===== config.mk =====
export PLATFORM = sky130hd
export DESIGN_NAME = tl_a_fragmenter
export DESIGN_NICKNAME = d
export VERILOG_FILES = /design/src/rtl/tl_a_pkg.sv /design/src/rtl/tl_beat_counter.sv /design/src/rtl/tl_a_fragmenter.sv
export SDC_FILE = /design/constraint.sdc
export NUM_CORES = 1
export LEC_CHECK = 0
export ABC_AREA = 1
export BUFFER_PORTS_ARGS = -buffer_cell sky130_fd_sc_hd__buf_2
export CAP_MARGIN = 30
export CORE_MARGIN = 2
export CORE_UTILIZATION = 36
export CTS_CLUSTER_DIAMETER = 60
export CTS_CLUSTER_SIZE = 24
export DETAILED_ROUTE_END_ITERATION = 10
export GPL_TIMING_DRIVEN = 0
export PLACE_DENSITY = 0.81
export SYNTH_ARGS = -nofsm -noshare
export SYNTH_HDL_FRONTEND = slang
export SYNTH_SLANG_ARGS = --single-unit

===== constraint.sdc =====
create_clock -name clock -period 2.1 [get_ports clock]
set_input_delay 0.21 -clock clock [delete_from_list [all_inputs] [get_ports clock]]
set_output_delay 0.21 -clock clock [all_outputs]
set_load 0.1 [all_outputs]

===== src/rtl/tl_a_pkg.sv =====
// tl_a_pkg: shared TileLink-UL A-channel opcodes, field bundle and beat geometry
package tl_a_pkg;

    localparam int BEAT_LOG_DEF = 3;

    localparam logic [2:0] OP_PUT_FULL    = 3'd0;
    localparam logic [2:0] OP_PUT_PARTIAL = 3'd1;
    localparam logic [2:0] OP_GET         = 3'd4;

    // Field bundle at the default widths (SRC_W 7, ADDR_W 12, 8-byte beat)
    typedef struct packed {
        logic [2:0]  opcode;
        logic [2:0]  param;
        logic [2:0]  size;
        logic [6:0]  source;
        logic [11:0] address;
        logic [7:0]  mask;
        logic        corrupt;
    } tl_a_bits_t;

endpackage


===== src/rtl/tl_beat_counter.sv =====
// tl_beat_counter: beat index within a request plus the last-beat decode
module tl_beat_counter
    import tl_a_pkg::*;
#(
    parameter int BEAT_LOG = BEAT_LOG_DEF
) (
    input  logic       clock,
    input  logic       reset,
    input  logic       fire,
    input  logic       single,
    input  logic [2:0] size,
    output logic [3:0] beat,
    output logic       last
);

    localparam logic [3:0] BL = 4'(BEAT_LOG);

    logic [3:0] size_w;
    logic [3:0] lg;
    logic [3:0] top;

    assign size_w = {1'b0, size};
    assign lg     = (single || size_w <= BL) ? 4'd0 : size_w - BL;
    assign top    = 4'((5'd1 << lg) - 5'd1);
    assign last   = beat == top;

    // Advance on every accepted beat, wrapping to zero after the final one
    always_ff @(posedge clock or negedge reset) begin
        if (!reset)
            beat <= 4'd0;
        else if (fire)
            beat <= last ? 4'd0 : beat + 4'd1;
    end

endmodule


===== src/rtl/tl_a_fragmenter.sv =====
// tl_a_fragmenter: splits multi-beat A-channel requests into beat-sized requests
module tl_a_fragmenter
    import tl_a_pkg::*;
#(
    parameter int ADDR_W   = 12,
    parameter int SRC_W    = 7,
    parameter int BEAT_LOG = BEAT_LOG_DEF,
    parameter int MAX_SIZE = 6
) (
    input  logic                       clock,
    input  logic                       reset,
    output logic                       io_repeat,
    output logic                       io_in_ready,
    input  logic                       io_in_valid,
    input  logic [2:0]                 io_in_bits_opcode,
    input  logic [2:0]                 io_in_bits_param,
    input  logic [2:0]                 io_in_bits_size,
    input  logic [SRC_W-1:0]           io_in_bits_source,
    input  logic [ADDR_W-1:0]          io_in_bits_address,
    input  logic [(1<<BEAT_LOG)-1:0]   io_in_bits_mask,
    input  logic                       io_in_bits_corrupt,
    input  logic                       io_out_ready,
    output logic                       io_out_valid,
    output logic [2:0]                 io_out_bits_opcode,
    output logic [2:0]                 io_out_bits_param,
    output logic [2:0]                 io_out_bits_size,
    output logic [SRC_W-1:0]           io_out_bits_source,
    output logic [ADDR_W-1:0]          io_out_bits_address,
    output logic [(1<<BEAT_LOG)-1:0]   io_out_bits_mask,
    output logic                       io_out_bits_corrupt,
    output logic                       io_out_last,
    output logic [3:0]                 io_out_beat,
    output logic                       io_err
);

    localparam logic [3:0] BL = 4'(BEAT_LOG);
    localparam logic [3:0] MS = 4'(MAX_SIZE);

    logic [3:0] size_w;
    logic       is_get;
    logic       is_put;
    logic       too_big;
    logic       multi;
    logic       fire;
    logic [3:0] beat;
    logic       last;

    assign size_w  = {1'b0, io_in_bits_size};
    assign is_get  = io_in_bits_opcode == OP_GET;
    assign is_put  = io_in_bits_opcode == OP_PUT_FULL || io_in_bits_opcode == OP_PUT_PARTIAL;
    assign too_big = size_w > MS;
    // Only legal Gets and Puts wider than a beat are re-addressed and re-sized
    assign multi   = (is_get || is_put) && !too_big && size_w > BL;
    assign fire    = io_in_valid && io_out_ready;

    tl_beat_counter #(.BEAT_LOG(BEAT_LOG)) u_beat (
        .clock (clock),
        .reset (reset),
        .fire  (fire),
        .single(!multi),
        .size  (io_in_bits_size),
        .beat  (beat),
        .last  (last)
    );

    assign io_in_ready         = io_out_ready;
    assign io_out_valid        = io_in_valid;
    // Only a Get is replayed by the repeater; Put bursts already arrive beat by beat
    assign io_repeat           = io_in_valid && is_get && multi && !last;
    assign io_out_bits_opcode  = io_in_bits_opcode;
    assign io_out_bits_param   = io_in_bits_param;
    assign io_out_bits_source  = io_in_bits_source;
    assign io_out_bits_size    = multi ? 3'(BEAT_LOG) : io_in_bits_size;
    assign io_out_bits_address = multi
        ? (io_in_bits_address & ({ADDR_W{1'b1}} << io_in_bits_size)) | (ADDR_W'(beat) << BEAT_LOG)
        : io_in_bits_address;
    assign io_out_bits_mask    = (multi && is_get) ? '1 : io_in_bits_mask;
    assign io_out_bits_corrupt = io_in_bits_corrupt || too_big;
    assign io_out_last         = last;
    assign io_out_beat         = beat;

    // One-cycle error pulse following acceptance of an oversized request
    always_ff @(posedge clock or negedge reset) begin
        if (!reset)
            io_err <= 1'b0;
        else
            io_err <= fire && too_big;
    end

endmodule

==> metrics.cfg, run 1 <==
[outcome]
run_status = complete, but fails checks
failing_checks = setup timing

[routing]
wl_um = 2530
routed-via-count = 1107
avgViaCountPerCell = 4.29
detailedRoute.firstPassIterationCount = 4
drt-initial-drc-count = 10
routedWlPerCell_um = 9.79
detail-route-antenna-nets = 0
remaining_drc_errors = 0

[power]
total_power_mw = 1.64
power.clock.fraction_pct = 6.8
power.switching_fraction_pct = 65.5
p_comb_share_pct = 81.6
p_leak_nw = 0.978
power-per-cell-area_nw_per_um2 = 1050
net-switching-power_mw = 1.08
peakVddDrop_mv = 1.49
cellInternalPower_mw = 0.566
power.share.sequential_pct = 11.6

[clock_tree]
total_clock_buffers_created_by_cts = 3
cts_buffer_depth = 2
clk_pin_slew_worst_paths_ns = 0.04
cts_root_buf = sky130_fd_sc_hd__clkbuf_4
sink_count = 5
clock_latency_ns = 0.24
h-tree-depth = 1
cts_tree = yes

[synthesis]
synth_sequential_area_ratio_pct = 14.5
synthesis.area_per_instance_um2 = 6.18
synth.lib_cells_used.distinct = 21
post_synth_instance_area_um2 = 865
synthesis.instances = 140
ys_warn_count = 0
mappedNetlistNets = 188
synth-seq-cells = 5

[floorplan]
design.die.area_um2 = 2810
initial_core_util_pct = 38.7
top_level_ports = 87
horizontal_extent_of_the_die_um = 53.0
floorplan.rows = 17
fp.coreArea_um2 = 2230
fp.dieH_um = 53.0

[critical_path]
worstSetupPathType = in2out
largest_fanout_of_any_net_on_the_critical_path = 3
critical_path_arrival_ns = 2.12
critical_path_required_ns = 1.89
crit_path_start_kind = primary input
slowest_stage = sky130_fd_sc_hd__ha_4
critical_path.endpoint_type = primary output
cp_common_cell = sky130_fd_sc_hd__nand2_2
crit_chain = buf_8 > clkinvlp_4 > ha_4 > nor2_4 > nor2_8 > nand2_2 > inv_2 > nand4_1 > ha_4 > inv_2 > nand2_2 > nand2_2 > nand4_1 > nand2_1 > nor2_2 > nand2_2 > nand2_2 > nor2_4 > buf_12
critical_path.max_stage_delay_ns = 0.21

[final_layout]
finalCoreUtilization_pct = 70.1
area_growth_syn_to_layout_pct = 81.0
drive_above_1_share_pct = 61.7
antenna_cells_inserted = 0
nNetsFinal = 279

[placed_design]
dpl.hpwl_um = 1940
place.gp.congestion = 0.819
io_buf_count = 71

[timing]
fraction_of_the_cycle_the_final_worst_path_needs_pct = 111
finish_stage_setup_viols = 4
fin_crit_ns = 2.33
max_freq_mhz = 428
final.setup_skew_ns = 0.000275
report.final.slew_viol_count = 0
hold_viol = 0
grt_setup_unrepaired = yes
finalWorstSetupSlack_ns = -0.235
pin_slew_with_the_least_headroom_to_its_limit_ns = 0.493
maxSlewHeadroom_pct = 67.3

[global_routing]
number_of_global_route_vias_before_repair = 991
grt_antenna_before_repair = 0
grt_max_degree = 11
remaining_overflow_grt = 0
grt_util_all_layers_pct = 18.1
wire_length_of_the_first_global_routing_pass_um = 3910

[min_path]
hp-class = in2reg

[flow_run]
max_cap_violations = 0

## per-stage QoR
step	hold slack, ns	std cells	setup WS [ns]	cell area (um^2)	TNS [ns]
detailed placement	0.0327	239	-0.584	1340	-1.36
CTS	0.276	256	-0.181	1540	-0.489
global placement	0.0292	239	-0.570	1340	-1.24
global route	0.280	258	-0.366	1570	-1.21
floorplan	-0.0856	140	-0.193	953	-0.403
finish	0.275	258	-0.235	1570	-0.691
## worst max-delay path, delay by kind of cell
| family | cells | cell delay [ns] |
|---|---|---|
| simple gates | 12 | 1.04 |
| buf+inv | 5 | 0.51 |
| fa+ha+maj | 2 | 0.36 |
## flip-flops by register name (all words and copies together) (netlist names)
name / cells
u_beat.beat: 4
io_err: 1
## placed cells by master (no fill, tap or decap), drive strengths merged
cell type      n
buf          105
nand2         43
inv           29
nor2          10
ha             7
clkbuf         6
nand3          6
dfrtp          5
o21ai          5
nand4          4
xor2           3
clkinvlp       2
nand3b         1
o21a           1
or2            1
nor3           1
dlygate4sd3    1
## power groups by stage
stage,clock network (mW),logic (mW),registers (mW)
floorplan,0,0.738,0.424
global placement,0,1.13,0.190
detailed placement,0,1.14,0.191
CTS,0.114,1.32,0.190
global route,0.123,1.41,0.197
finish,0.112,1.34,0.190
## area by class of cell
cell class	count	area, um^2
Clock buffer	4	26.3
Inverter	31	124
Buffer	22	166
Timing Repair Buffer	86	518
Tap cell	28	35.0
Fill cell	192	668
Sequential cell	5	128
Multi-Input combinational cell	82	568
## cells by family after synthesis
| group | count (synthesis) | share of synthesized area (%) |
|---|---|---|
| AND/OR/NAND/NOR | 66 | 35.9 |
| XOR/XNOR | 3 | 3.04 |
| buffers and inverters | 53 | 32.7 |
| flip-flops | 5 | 14.5 |
| adder cells (fa/ha/maj) | 7 | 10.1 |
| AO/OA/AOI/OAI | 6 | 3.76 |
## per-layer routing
layer	global-route usage, %	part of all wire (%)	vias to the layer above	wire [um]
li1	-	-	576	-
met1	22.0	38	477	967
met2	32.9	53	50	1330
met3	0.847	8.2	4	208
met4	7.69	0.75	0	19
met5	0	0	-	0
## final timing paths
| check | startpoint | slack, ns | end | cells after the start |
|---|---|---|---|---|
| hold reg to reg | u_beat.beat[3] | 0.58 | u_beat.beat[3] | 3 |
| setup reg to reg | u_beat.beat[2] | 0.31 | u_beat.beat[3] | 14 |
| max in group asynchronous | reset | 1.64 | u_beat.beat[3] | 2 |
| setup / recovery | io_in_bits_size[0] | -0.23 | io_repeat | 19 |
| hold / removal | io_in_bits_size[1] | 0.28 | io_err | 3 |
| min in group asynchronous | reset | 0.32 | io_err | 2 |
## cells in the mapped netlist (all sizes together)
cell / count / area share, %
o21a: 1 / 0.87
nand3b: 1 / 1.3
nand3: 6 / 3.5
nand4: 4 / 2.9
dfrtp: 5 / 14
o21ai: 5 / 2.9
or2: 1 / 0.72
buf: 22 / 19
nor3: 1 / 0.58
nand2: 43 / 20
ha: 7 / 10
inv: 31 / 13
nor2: 10 / 7.4
xor2: 3 / 3.0
## timing repair
| action | in CTS | in global routing |
|---|---|---|
| gates resized for setup | 16 | 6 |
| setup buffers | 12 | 2 |
| hold buffers | 1 | 0 |
| hold endpoints to repair | 5 | 0 |
| endpoints found under the setup margin | 3 | 10 |
| pin swaps | 9 | 10 |
(Power assumes the default switching activity.)
==> inputs of run 2 (changes only) <==
- GPL_TIMING_DRIVEN: 0 -> unset
==> run 2 against run 1 <==
Sequential share of layout area shrank 0.74 points. First-iteration DRC count is 110% higher. Cell area up 9.9%. Clock skew is 0.0028 ns higher. Combinational power fell by 7%. Utilization increased by 6.9 points. Sequential power about the same. The run still ends with setup timing left. Global-route usage grew 2.5 points. Worst hold slack improved by 0.027 ns. Routed wire length up 22%. Total power fell by 5.6%. Final cell count fell by 9.3%. Critical path type unchanged.
==> metrics.cfg, run 2 (synthesis results as in run 1) <==
[final_layout]
antenna_cells_inserted = 0  ; unchanged
layout.filler_cells = 153  ; -20%
finalNonFillerCells = 234  ; -9.3%
largestRegisters = u_beat.beat (4), io_err (1)
nNetsFinal = 255  ; -8.6%
largest_register_ffs = 4  ; unchanged
finalCoreUtilization_pct = 77.0  ; +6.9 points
area_growth_syn_to_layout_pct = 99.0
drive_above_1_share_pct = 61.2  ; -0.57 points
layout_common_cells = sky130_fd_sc_hd__buf_2 (35), sky130_fd_sc_hd__nand2_1 (30), sky130_fd_sc_hd__buf_4 (26)
max_flop_register = u_beat.beat
design_area_um2 = 1720  ; +9.9%
most_frequent_standard_cell_in_the_layout_excluding_fill_and_tap_cells = sky130_fd_sc_hd__buf_2

[clock_tree]
cts_root_buf = sky130_fd_sc_hd__clkbuf_4
cts_buffer_depth = 2  ; unchanged
total_clock_buffers_created_by_cts = 3  ; unchanged
h-tree-depth = 1  ; unchanged
sink_count = 5  ; unchanged
clk_pin_slew_worst_paths_ns = 0.04  ; about the same
clock_latency_ns = 0.24  ; about the same
cts_tree = yes

[floorplan]
design.die.area_um2 = 2810  ; unchanged
horizontal_extent_of_the_die_um = 53.0  ; unchanged
initial_core_util_pct = 38.7  ; unchanged
fp.dieH_um = 53.0  ; unchanged
top_level_ports = 87  ; unchanged
floorplan.rows = 17  ; unchanged
fp.coreArea_um2 = 2230  ; unchanged

[timing]
fin_crit_ns = 2.32  ; -0.0170 ns
final.setup_skew_ns = 0.00305  ; +0.00277 ns
maxSlewHeadroom_pct = 67.1  ; -0.20 points
report.final.slew_viol_count = 0  ; unchanged
hold_slack_ns = 0.302  ; +0.0267 ns
grt_setup_unrepaired = yes
fraction_of_the_cycle_the_final_worst_path_needs_pct = 110  ; -0.81 points
finish_stage_setup_viols = 2  ; -2
finalWorstSetupSlack_ns = -0.218  ; +0.0170 ns
hold_viol = 0  ; unchanged
setup_tns_ns = -0.382  ; +0.309 ns
max_freq_mhz = 431  ; +0.74%
pin_slew_with_the_least_headroom_to_its_limit_ns = 0.496  ; +0.00301 ns

[critical_path]
critical_path_arrival_ns = 2.11  ; about the same
critical_path.max_stage_delay_ns = 0.21  ; about the same
slowest_stage = sky130_fd_sc_hd__ha_2
largest_fanout_of_any_net_on_the_critical_path = 4  ; +1
crit_chain = buf_8 > clkinvlp_4 > ha_4 > nor2_4 > nor2_8 > nand2_2 > inv_2 > nand4_1 > ha_2 > inv_2 > nand2_1 > nand2_1 > inv_1 > nand2_1 > nand2_1 > nor2_2 > nand2_2 > nand2_2 > nor2_4 > buf_12
worstSetupPathType = in2out
worst_r2r_endpoint = u_beat.beat[1]
reg2reg_from = u_beat.beat[2]
cp_common_cell = sky130_fd_sc_hd__nand2_1
critical_path_required_ns = 1.89  ; about the same
worstRegToRegCells = 11  ; -3
timing.reg2reg.setup_slack_ns = 0.63  ; +0.32 ns
crit_path_start_kind = primary input
critical_path.endpoint_type = primary output

[routing]
drt-initial-drc-count = 21  ; +11
wl_um = 3090  ; +22%
avgViaCountPerCell = 4.62  ; +7.7%
detailedRoute.firstPassIterationCount = 4  ; unchanged
detail-route-antenna-nets = 0  ; unchanged
remaining_drc_errors = 0  ; unchanged
routed-via-count = 1081  ; -2.3%
routedWlPerCell_um = 13.2  ; +35%

[global_routing]
wire_length_of_the_first_global_routing_pass_um = 4240  ; +8.3%
grt_util_all_layers_pct = 20.6  ; +2.5 points
number_of_global_route_vias_before_repair = 1005  ; +1.4%
remaining_overflow_grt = 0  ; unchanged
grt_max_degree = 12  ; +1
grt_antenna_before_repair = 0  ; unchanged

[placed_design]
dpl.hpwl_um = 2060  ; +5.8%
place_ws_ns = -0.323  ; +0.261 ns
place.gp.congestion = 0.804  ; -1.9%
postPlaceCellArea_um2 = 1460  ; +8.3%
total_placed_cells_including_tap_cells = 215  ; -10%
io_buf_count = 56  ; -21%

[outcome]
run_status = complete, but fails checks
failing_checks = setup timing

[power]
power-per-cell-area_nw_per_um2 = 901  ; -14%
total_power_mw = 1.55  ; -5.6%
p_leak_nw = 0.995  ; +1.7%
peakVddDrop_mv = 1.33  ; -11%

[flow_run]
max_cap_violations = 0  ; unchanged

[min_path]
hp-class = in2async

-- run 2: cell types whose count changed in the layout (fill, tap and decap cells not counted), sizes merged --
cell / change
buf: -23
nand3b: +1
clkbuf: -2
-- run 2: layer usage --
metal / global-route usage (%) / routed length (um)
met2: 42.3 / 1660
met1: 21.1 / 1130
met4: 6.41 / 46
met3: 2.26 / 251
met5: 0 / 0
-- run 2: worst max path at each step --
stage,startpoint,end,slack [ns],depth (start not counted)
final,io_in_bits_size[0],io_repeat,-0.22,20
after CTS,io_in_bits_size[0],io_repeat,-0.20,20
after detailed placement,io_in_bits_size[0],io_repeat,-0.32,18
after floorplan,io_in_bits_size[0],io_repeat,-0.19,13
after global routing,io_in_bits_size[0],io_repeat,-0.31,20
after global placement,io_in_bits_size[0],io_repeat,-0.22,18
-- run 2: power breakdown --
group | internal (mW) | switching, mW
Sequential | 0.134 | 0.0587
Combinational | 0.364 | 0.883
Clock | 0.0718 | 0.0393
Total | 0.569 | 0.981
-- run 2: worst max-delay path, delay by kind of cell --
family,cells,cell delay (ns)
adders and majority gates,2,0.41
and+or+nand+nor,12,0.95
buffers and inverters,6,0.55
-- run 2: final cells by class --
| cell class | instances | area [um^2] | area share, % |
|---|---|---|---|
| multi-input combinational | 83 | 634 | 36.9 |
| timing repair buffer | 83 | 773 | 44.9 |
| sequential | 5 | 128 | 7.42 |
| clock buffer | 4 | 26.3 | 1.53 |
| tap | 28 | 35.0 | 2.04 |
| inverter | 31 | 124 | 7.20 |
-- run 2: what timing repair did --
action,4_1_cts,5_1_grt
endpoints found under the setup margin,2,19
gates cloned,0,1
setup buffers,13,3
pin swaps,9,12
endpoints found under the hold margin,5,0
hold buffers,1,0
resized for setup,18,15
